===== src/rtl/jogo_pkg.sv =====
// Shared definitions for the game datapath: cell and winner encodings,
// the line-to-cell table scanned by the board checker, FSM states and
// the default address of the macro-state board.
package jogo_pkg;

  // Cell contents as stored in the board memory
  localparam logic [1:0] CEL_VAZIA   = 2'b00;
  localparam logic [1:0] CEL_X       = 2'b01;
  localparam logic [1:0] CEL_O       = 2'b10;
  localparam logic [1:0] CEL_FECHADA = 2'b11;

  // Result codes reported on vencedor
  localparam logic [1:0] VENC_NENHUM = 2'b00;
  localparam logic [1:0] VENC_X      = 2'b01;
  localparam logic [1:0] VENC_O      = 2'b10;
  localparam logic [1:0] VENC_EMPATE = 2'b11;

  // Macro-state board sits right after the nine 9-cell micro boards
  localparam int BASE_MACRO_PADRAO = 81;

  // Evaluation order: rows, then columns, then the two diagonals.
  // The first winning line in this order decides the result.
  localparam logic [3:0] LINHA_CELULA [8][3] = '{
    '{4'd0, 4'd1, 4'd2},
    '{4'd3, 4'd4, 4'd5},
    '{4'd6, 4'd7, 4'd8},
    '{4'd0, 4'd3, 4'd6},
    '{4'd1, 4'd4, 4'd7},
    '{4'd2, 4'd5, 4'd8},
    '{4'd0, 4'd4, 4'd8},
    '{4'd2, 4'd4, 4'd6}
  };

  typedef enum logic [2:0] {
    OCIOSO = 3'd0,
    LE     = 3'd1,
    ESPERA = 3'd2,
    AVALIA = 3'd3,
    FIM    = 3'd4
  } estado_t;

endpackage


===== src/rtl/avaliador_linha.sv =====
// Combinational check of one 3-cell line. A line wins only when all three
// cells hold the same player mark; closed cells (11) never form a line.
module avaliador_linha
  import jogo_pkg::*;
(
  input  logic [1:0] a,
  input  logic [1:0] b,
  input  logic [1:0] c,
  output logic       vence,
  output logic [1:0] jogador
);

  assign vence   = (a == b) && (b == c) && ((a == CEL_X) || (a == CEL_O));
  assign jogador = a;

endmodule


===== src/rtl/verificador_tabuleiro.sv =====
// Board checker: reads the nine cells of one micro board (indice 0-8) or of
// the macro-state board (indice 9) from a synchronous memory, then scans the
// eight lines one per cycle and reports X win, O win, draw or open.
// Optional feature macro: VERIF_EMPATE_EN enables draw detection (full board
// with no winning line reports 11); without it that case reports 00.
module verificador_tabuleiro
  import jogo_pkg::*;
#(
  parameter int LATENCIA_MEM = 1,
  parameter int BASE_MACRO   = BASE_MACRO_PADRAO
) (
  input  logic       clock,
  input  logic       reset,
  input  logic       iniciar,
  input  logic [3:0] indice_tabuleiro,
  input  logic [1:0] mem_dado,
  output logic       mem_le,
  output logic [6:0] mem_endereco,
  output logic       ocupado,
  output logic       pronto,
  output logic [1:0] vencedor
);

  estado_t     estado;
  logic [3:0]  cnt;
  logic [6:0]  base;
  logic [6:0]  base_sel;
  logic [1:0]  celulas [9];

  // Read-return tracking: stage s holds the request issued s+1 cycles ago
  logic        vld_p [LATENCIA_MEM];
  logic [3:0]  idx_p [LATENCIA_MEM];

  logic [1:0]  cel_a, cel_b, cel_c;
  logic        vence;
  logic [1:0]  jogador;
  logic [1:0]  fim_sem_linha;

  assign base_sel = (indice_tabuleiro == 4'd9) ? 7'(BASE_MACRO)
                                               : 7'(indice_tabuleiro) * 7'd9;

  assign ocupado = (estado != OCIOSO);
  assign pronto  = (estado == FIM);

  // Select the three cells of the line currently addressed by cnt
  always_comb begin
    cel_a = celulas[LINHA_CELULA[cnt[2:0]][0]];
    cel_b = celulas[LINHA_CELULA[cnt[2:0]][1]];
    cel_c = celulas[LINHA_CELULA[cnt[2:0]][2]];
  end

  avaliador_linha u_avaliador (
    .a       (cel_a),
    .b       (cel_b),
    .c       (cel_c),
    .vence   (vence),
    .jogador (jogador)
  );

`ifdef VERIF_EMPATE_EN
  logic cheio;

  // Board is full when no cell is empty; closed cells count as occupied
  always_comb begin
    cheio = 1'b1;
    for (int i = 0; i < 9; i++) begin
      if (celulas[i] == CEL_VAZIA) cheio = 1'b0;
    end
  end

  assign fim_sem_linha = cheio ? VENC_EMPATE : VENC_NENHUM;
`else
  assign fim_sem_linha = VENC_NENHUM;
`endif

  // Sequencer: accept, issue nine reads, wait out latency, scan lines
  always_ff @(posedge clock or negedge reset) begin
    if (!reset) begin
      estado       <= OCIOSO;
      cnt          <= 4'd0;
      base         <= 7'd0;
      mem_le       <= 1'b0;
      mem_endereco <= 7'd0;
      vencedor     <= VENC_NENHUM;
    end else begin
      case (estado)
        OCIOSO: begin
          if (iniciar) begin
            cnt      <= 4'd0;
            vencedor <= VENC_NENHUM;
            if (indice_tabuleiro <= 4'd9) begin
              base         <= base_sel;
              mem_le       <= 1'b1;
              mem_endereco <= base_sel;
              estado       <= LE;
            end else begin
              estado <= FIM;
            end
          end
        end
        LE: begin
          if (cnt == 4'd8) begin
            mem_le <= 1'b0;
            cnt    <= 4'd0;
            estado <= ESPERA;
          end else begin
            cnt          <= cnt + 4'd1;
            mem_endereco <= base + 7'(cnt) + 7'd1;
          end
        end
        ESPERA: begin
          if (cnt == 4'(LATENCIA_MEM - 1)) begin
            cnt    <= 4'd0;
            estado <= AVALIA;
          end else begin
            cnt <= cnt + 4'd1;
          end
        end
        AVALIA: begin
          if (vence) begin
            vencedor <= jogador;
            estado   <= FIM;
          end else if (cnt == 4'd7) begin
            vencedor <= fim_sem_linha;
            estado   <= FIM;
          end else begin
            cnt <= cnt + 4'd1;
          end
        end
        FIM:     estado <= OCIOSO;
        default: estado <= OCIOSO;
      endcase
    end
  end

  // Track outstanding reads and write returning data into the cell file
  always_ff @(posedge clock or negedge reset) begin
    if (!reset) begin
      for (int s = 0; s < LATENCIA_MEM; s++) begin
        vld_p[s] <= 1'b0;
        idx_p[s] <= 4'd0;
      end
      for (int i = 0; i < 9; i++) celulas[i] <= CEL_VAZIA;
    end else begin
      vld_p[0] <= mem_le;
      idx_p[0] <= cnt;
      for (int s = 1; s < LATENCIA_MEM; s++) begin
        vld_p[s] <= vld_p[s-1];
        idx_p[s] <= idx_p[s-1];
      end
      if ((estado == OCIOSO) && iniciar) begin
        for (int i = 0; i < 9; i++) celulas[i] <= CEL_VAZIA;
      end else if (vld_p[LATENCIA_MEM-1]) begin
        celulas[idx_p[LATENCIA_MEM-1]] <= mem_dado;
      end
    end
  end

endmodule


===== config.mk =====
export PLATFORM = sky130hd
export DESIGN_NAME = verificador_tabuleiro
export DESIGN_NICKNAME = d
export VERILOG_FILES = /design/src/rtl/jogo_pkg.sv /design/src/rtl/avaliador_linha.sv /design/src/rtl/verificador_tabuleiro.sv
export SDC_FILE = /design/constraint.sdc
export NUM_CORES = 1
export LEC_CHECK = 0
export CAP_MARGIN = 20
export CORE_MARGIN = 1
export CORE_UTILIZATION = 46
export CTS_CLUSTER_DIAMETER = 100
export CTS_CLUSTER_SIZE = 40
export DETAILED_ROUTE_END_ITERATION = 6
export GPL_ROUTABILITY_DRIVEN = 0
export PLACE_DENSITY = 0.63
export SYNTH_ARGS = -nofsm -noshare
export SYNTH_HDL_FRONTEND = slang
export SYNTH_SLANG_ARGS = --single-unit

===== constraint.sdc =====
create_clock -name clock -period 5 [get_ports clock]
set_clock_uncertainty 0.1 [all_clocks]
set_input_delay 1.5 -clock clock [delete_from_list [all_inputs] [get_ports clock]]
set_output_delay 1.5 -clock clock [all_outputs]
set_load 0.005 [all_outputs]

==> results_tabular.tex <==
\begin{tabular}{lr}
\hline
Metric & Value \\
\hline
\multicolumn{2}{l}{\textbf{CTS}} \\
Root buffer cell & clkbuf\_8 \\
Clock tree from TritonCTS & built \\
Maximum clock insertion buffer count & 2 \\
Setup Fix Bufs, Post-CTS & 0 \\
Post-cts hold buffer count & 0 \\
Worst-Skew Late Latency & about 0.3 ns \\
Total clock sinks & 47 \\
Number of buffers added by the clock tree synthesis step & 5 \\
Post\_cts resized & 0 \\
Depth of the CTS H-tree & 2 \\
Clock Pin Slew Worst Setup and Hold Paths & around 0.090 ns \\
\multicolumn{2}{l}{\textbf{Place}} \\
\# placed instances & just under 400 \\
Count of input and output buffers & 20 \\
Detailed placement HPWL & $\sim$4.9 mm \\
\multicolumn{2}{l}{\textbf{Power and ir drop}} \\
Clk pwr share & about 12\% \\
P per Cell Area & around 590 nW/um\^{}2 \\
Peak supply drop & 0.000298 V \\
Switching Power & between 800 and 900 uW \\
Internal cell power & about 1200 uW \\
Sequential fraction of design power & between 30\% and 40\% \\
Leakage power total & 0.00154 uW \\
Combinational power share & 54.1\% \\
Switching power as a share of total power & a little over two fifths \\
Total power & between 2000 and 2500 uW \\
\multicolumn{2}{l}{\textbf{Worst hold path}} \\
Number of cells on the worst hold path & 0 \\
Hold Path Origin & mem\_le\$\_DFFE\_PN0P\_ \\
End point of the most critical hold path & vld\_p\$\_DFF\_PN0\_ \\
Hold/Removal Path Class & reg -> reg \\
\multicolumn{2}{l}{\textbf{Final layout}} \\
Nets@finish & 352 \\
Non-filler cells in the finished layout & 407 \\
Fraction of final layout cells with drive strength greater than 1 & 10.9\% \\
Synthesis-to-layout area growth & 10.8\% \\
Layout filler cell count & 589 \\
Total area of multi-input combinational cells & 1800 sq um \\
Sequential cell area & around 1200 sq um \\
Antenna diode count & 0 \\
\multicolumn{2}{l}{\textbf{Logic synthesis}} \\
Yosys warning count & 0 \\
Fraction of the mapped netlist area in compound gates & between 10\% and 20\% \\
Netlist Area Pre-Place & between 3000 and 4000 sq um \\
Top post-synthesis cells by area & dfrtp\_1 (38\%), mux2i\_1 (10\%), ha\_1 (5.2\%), nor2\_1 (4.1\%), nand2\_1 (3.9\%) \\
Leading cell type by number of instances after synthesis & dfrtp\_1 \\
Number of synthesized flops with an enable pin & 0 \\
Synthesized flop and latch total & between 40 and 50 \\
Post-synthesis share of cell area spent on and, or, nand and nor gates & a little under a fifth \\
Fraction of registers with async set/reset & between 90\% and 100\% \\
Cell variety after synth & 62 \\
Post-synthesis mux area share & 18.0\% \\
Mean cell area of the mapped netlist & just under 10 sq um \\
Post-Synth Adder-Cell Area & 5.89\% \\
Dominant cell type by area after synthesis & dfrtp\_1 \\
Post-Synthesis Net Count & 336 \\
Dominant combinational cell family by area after synthesis & simple AND/OR/NAND/NOR gates \\
Most used DFF post-synth & dfrtp\_1 \\
Mapped Cells & roughly 310 \\
Synth cell count leaders & dfrtp\_1 (47), nor2\_1 (34), mux2i\_1 (32), nand2\_1 (32), o21ai\_0 (22) \\
Sequential cell area fraction in the yosys report & approximately 38\% \\
Synthesized-area fraction occupied by xor and xnor cells & $\sim$1.4\% \\
Top-area cell type share of the netlist area & about 38\% \\
\multicolumn{2}{l}{\textbf{Status}} \\
Run status & completed \\
\multicolumn{2}{l}{\textbf{Detailed routing}} \\
Number of nets with antenna violations after routing & 0 \\
Number of remaining DRC errors & 0 \\
Drt first-iter violations & approximately 180 \\
Number of iterations in the first detailed-routing pass & 4 \\
Routed length per placed instance & $\sim$16 um \\
Detailed Route WL & roughly 6.7 mm \\
Via count & 2386 \\
Avg Vias per Cell & about 5.9 \\
\multicolumn{2}{l}{\textbf{Worst setup path}} \\
Slowest stage cell on the critical path & dfrtp\_1 \\
Worst-path fanout max & 15 \\
Top Family by Delay on Critical Path & multiplexers \\
Critical path class & reg -> reg \\
CP bufs+invs & 1 \\
CP cell instances & inv\_1, ha\_1, a21oi\_2, mux2i\_1, mux4\_1, nand2b\_1, o22ai\_4, nand3\_2, nand3\_2, mux2\_4 \\
Cell repeated most along the worst path & nand3\_2 \\
R2R Path End & cnt[0]\$\_DFFE\_PN0P\_ \\
Nature of the critical path startpoint & flop \\
CP required & approximately 5.1 ns \\
Startpoint of the lowest-slack register-to-register path & cnt[1]\$\_DFFE\_PN0P\_ \\
Worst path max stage delay & 0.66 ns \\
Slack of the worst reg-to-reg path & $\sim$1.1 ns \\
Worst r2r path cells & 10 \\
Type of destination of the critical path & flop \\
Data arrival time of the critical path & just under 4 ns \\
\multicolumn{2}{l}{\textbf{STA}} \\
Maximum achievable frequency & 0.259 GHz \\
Count of endpoints failing setup in the final report & 0 \\
Hold Worst Slack & slightly above 0.3 ns \\
RSZ-0062 raised after global routing & false \\
Fin. max-slew vios & 0 \\
Hold Vio Cnt, Final & 0 \\
Period utilization & between 70\% and 80\% \\
Final critical delay including setup and external delays & just under 4 ns \\
Slew @ Worst Pin & about 1.1 ns \\
Slew Limit Headroom & approximately 28\% \\
Sum Neg Setup Slack & 0 ns \\
\multicolumn{2}{l}{\textbf{Floorplanning}} \\
\# rows & 29 \\
IO Pins & 21 \\
Overall die area & between 7000 and 8000 sq um \\
Horizontal die dimension & $\sim$84 um \\
Initial cell density of the core & 48.3\% \\
Vertical extent of the die & around 84 um \\
Core Box Area & approximately 6400 sq um \\
\multicolumn{2}{l}{\textbf{GRT}} \\
Wire length of the first global-routing pass & approximately 11 mm \\
Antenna violations before repair & 0 \\
Overall overflow remaining after global route & 0 \\
Maximum number of pins on one net before global-route repair & 48 \\
GRT Util Overall & between 20\% and 30\% \\
Vias in the first global route & roughly 2200 \\
\multicolumn{2}{l}{\textbf{Run}} \\
Max-capacitance violation count & 0 \\
\hline
\end{tabular}
## cells in the final DEF (no fill, tap or decap), drive strengths merged, types with 3 or more instances in the layout
cell type and instances:
dfrtp 47, nor2 34, mux2i 33, nand2 32, o21ai 22, clkdlybuf4s50 19, a21oi 15, ha 13
nand3 10, inv 8, clkbuf 8, mux2 6, mux4 6, or3 5, nor3b 5, nor3 4
nand2b 4, a21o 4, xnor2 4, nand3b 4, buf 4, a31oi 3, nor2b 3
## power groups by stage
stage	registers [uW]	clock network, uW	logic [uW]
after floorplan	598	0	910
after global placement	681	0	1080
after detailed placement	682	0	1090
after CTS	676	259	1100
after global routing	701	274	1220
final	678	251	1090
## cell type report
| class | count | share of cell area [%] |
|---|---|---|
| Tap cell | 77 | 2.80 |
| Inverter | 8 | 0.874 |
| Clock buffer | 8 | 2.91 |
| Sequential cell | 47 | 34.2 |
| Multi-Input combinational cell | 244 | 52.5 |
| Timing Repair Buffer | 23 | 6.70 |
## stage by stage
step / cell area (sq um) / worst slack [ns] / utilization (%)
3_5_place_dp: 3320 / 1.15 / 51.6
3_3_place_gp: 3320 / 1.21 / 51.6
2_1_floorplan: 3100 / 1.39 / -
4_1_cts: 3420 / 1.13 / 53.2
6_report: 3440 / 1.13 / 53.5
5_1_grt: 3440 / 0.842 / 53.5
## sequential cells by signal (all words and copies together), names as in the netlist
name	count
mem_le	1
vencedor	2
estado	3
cnt	4
idx_p	4
mem_endereco	7
celulas	18
vld_p	1
base	7
## worst max-delay path by stage
| stage | from | slack [ns] | cells after the start | to |
|---|---|---|---|---|
| floorplan | cnt[1]$_DFFE_PN0P_ | 1.39 | 12 | cnt[0]$_DFFE_PN0P_ |
| global placement | cnt[1]$_DFFE_PN0P_ | 1.21 | 11 | cnt[0]$_DFFE_PN0P_ |
| detailed placement | cnt[1]$_DFFE_PN0P_ | 1.15 | 11 | cnt[0]$_DFFE_PN0P_ |
| CTS | cnt[1]$_DFFE_PN0P_ | 1.13 | 10 | cnt[0]$_DFFE_PN0P_ |
| global route | cnt[1]$_DFFE_PN0P_ | 0.84 | 10 | cnt[0]$_DFFE_PN0P_ |
| finish | cnt[1]$_DFFE_PN0P_ | 1.13 | 10 | cnt[0]$_DFFE_PN0P_ |
## kinds of logic after synthesis
logic type,Yosys count
AO/OA/AOI/OAI,65
flip-flops,47
multiplexers,45
XOR/XNOR,5
AND/OR/NAND/NOR,115
adder cells (fa/ha/maj),14
buffers and inverters,22
## layer usage
layer	wire length [um]	vias up	GRT usage, %
met4	95	0	5.64
met5	0	-	0
met2	2970	67	30.2
met1	3280	1146	30.3
met3	343	11	3.07
li1	-	1162	-
No activity file was read; power rests on OpenSTA's default activity.
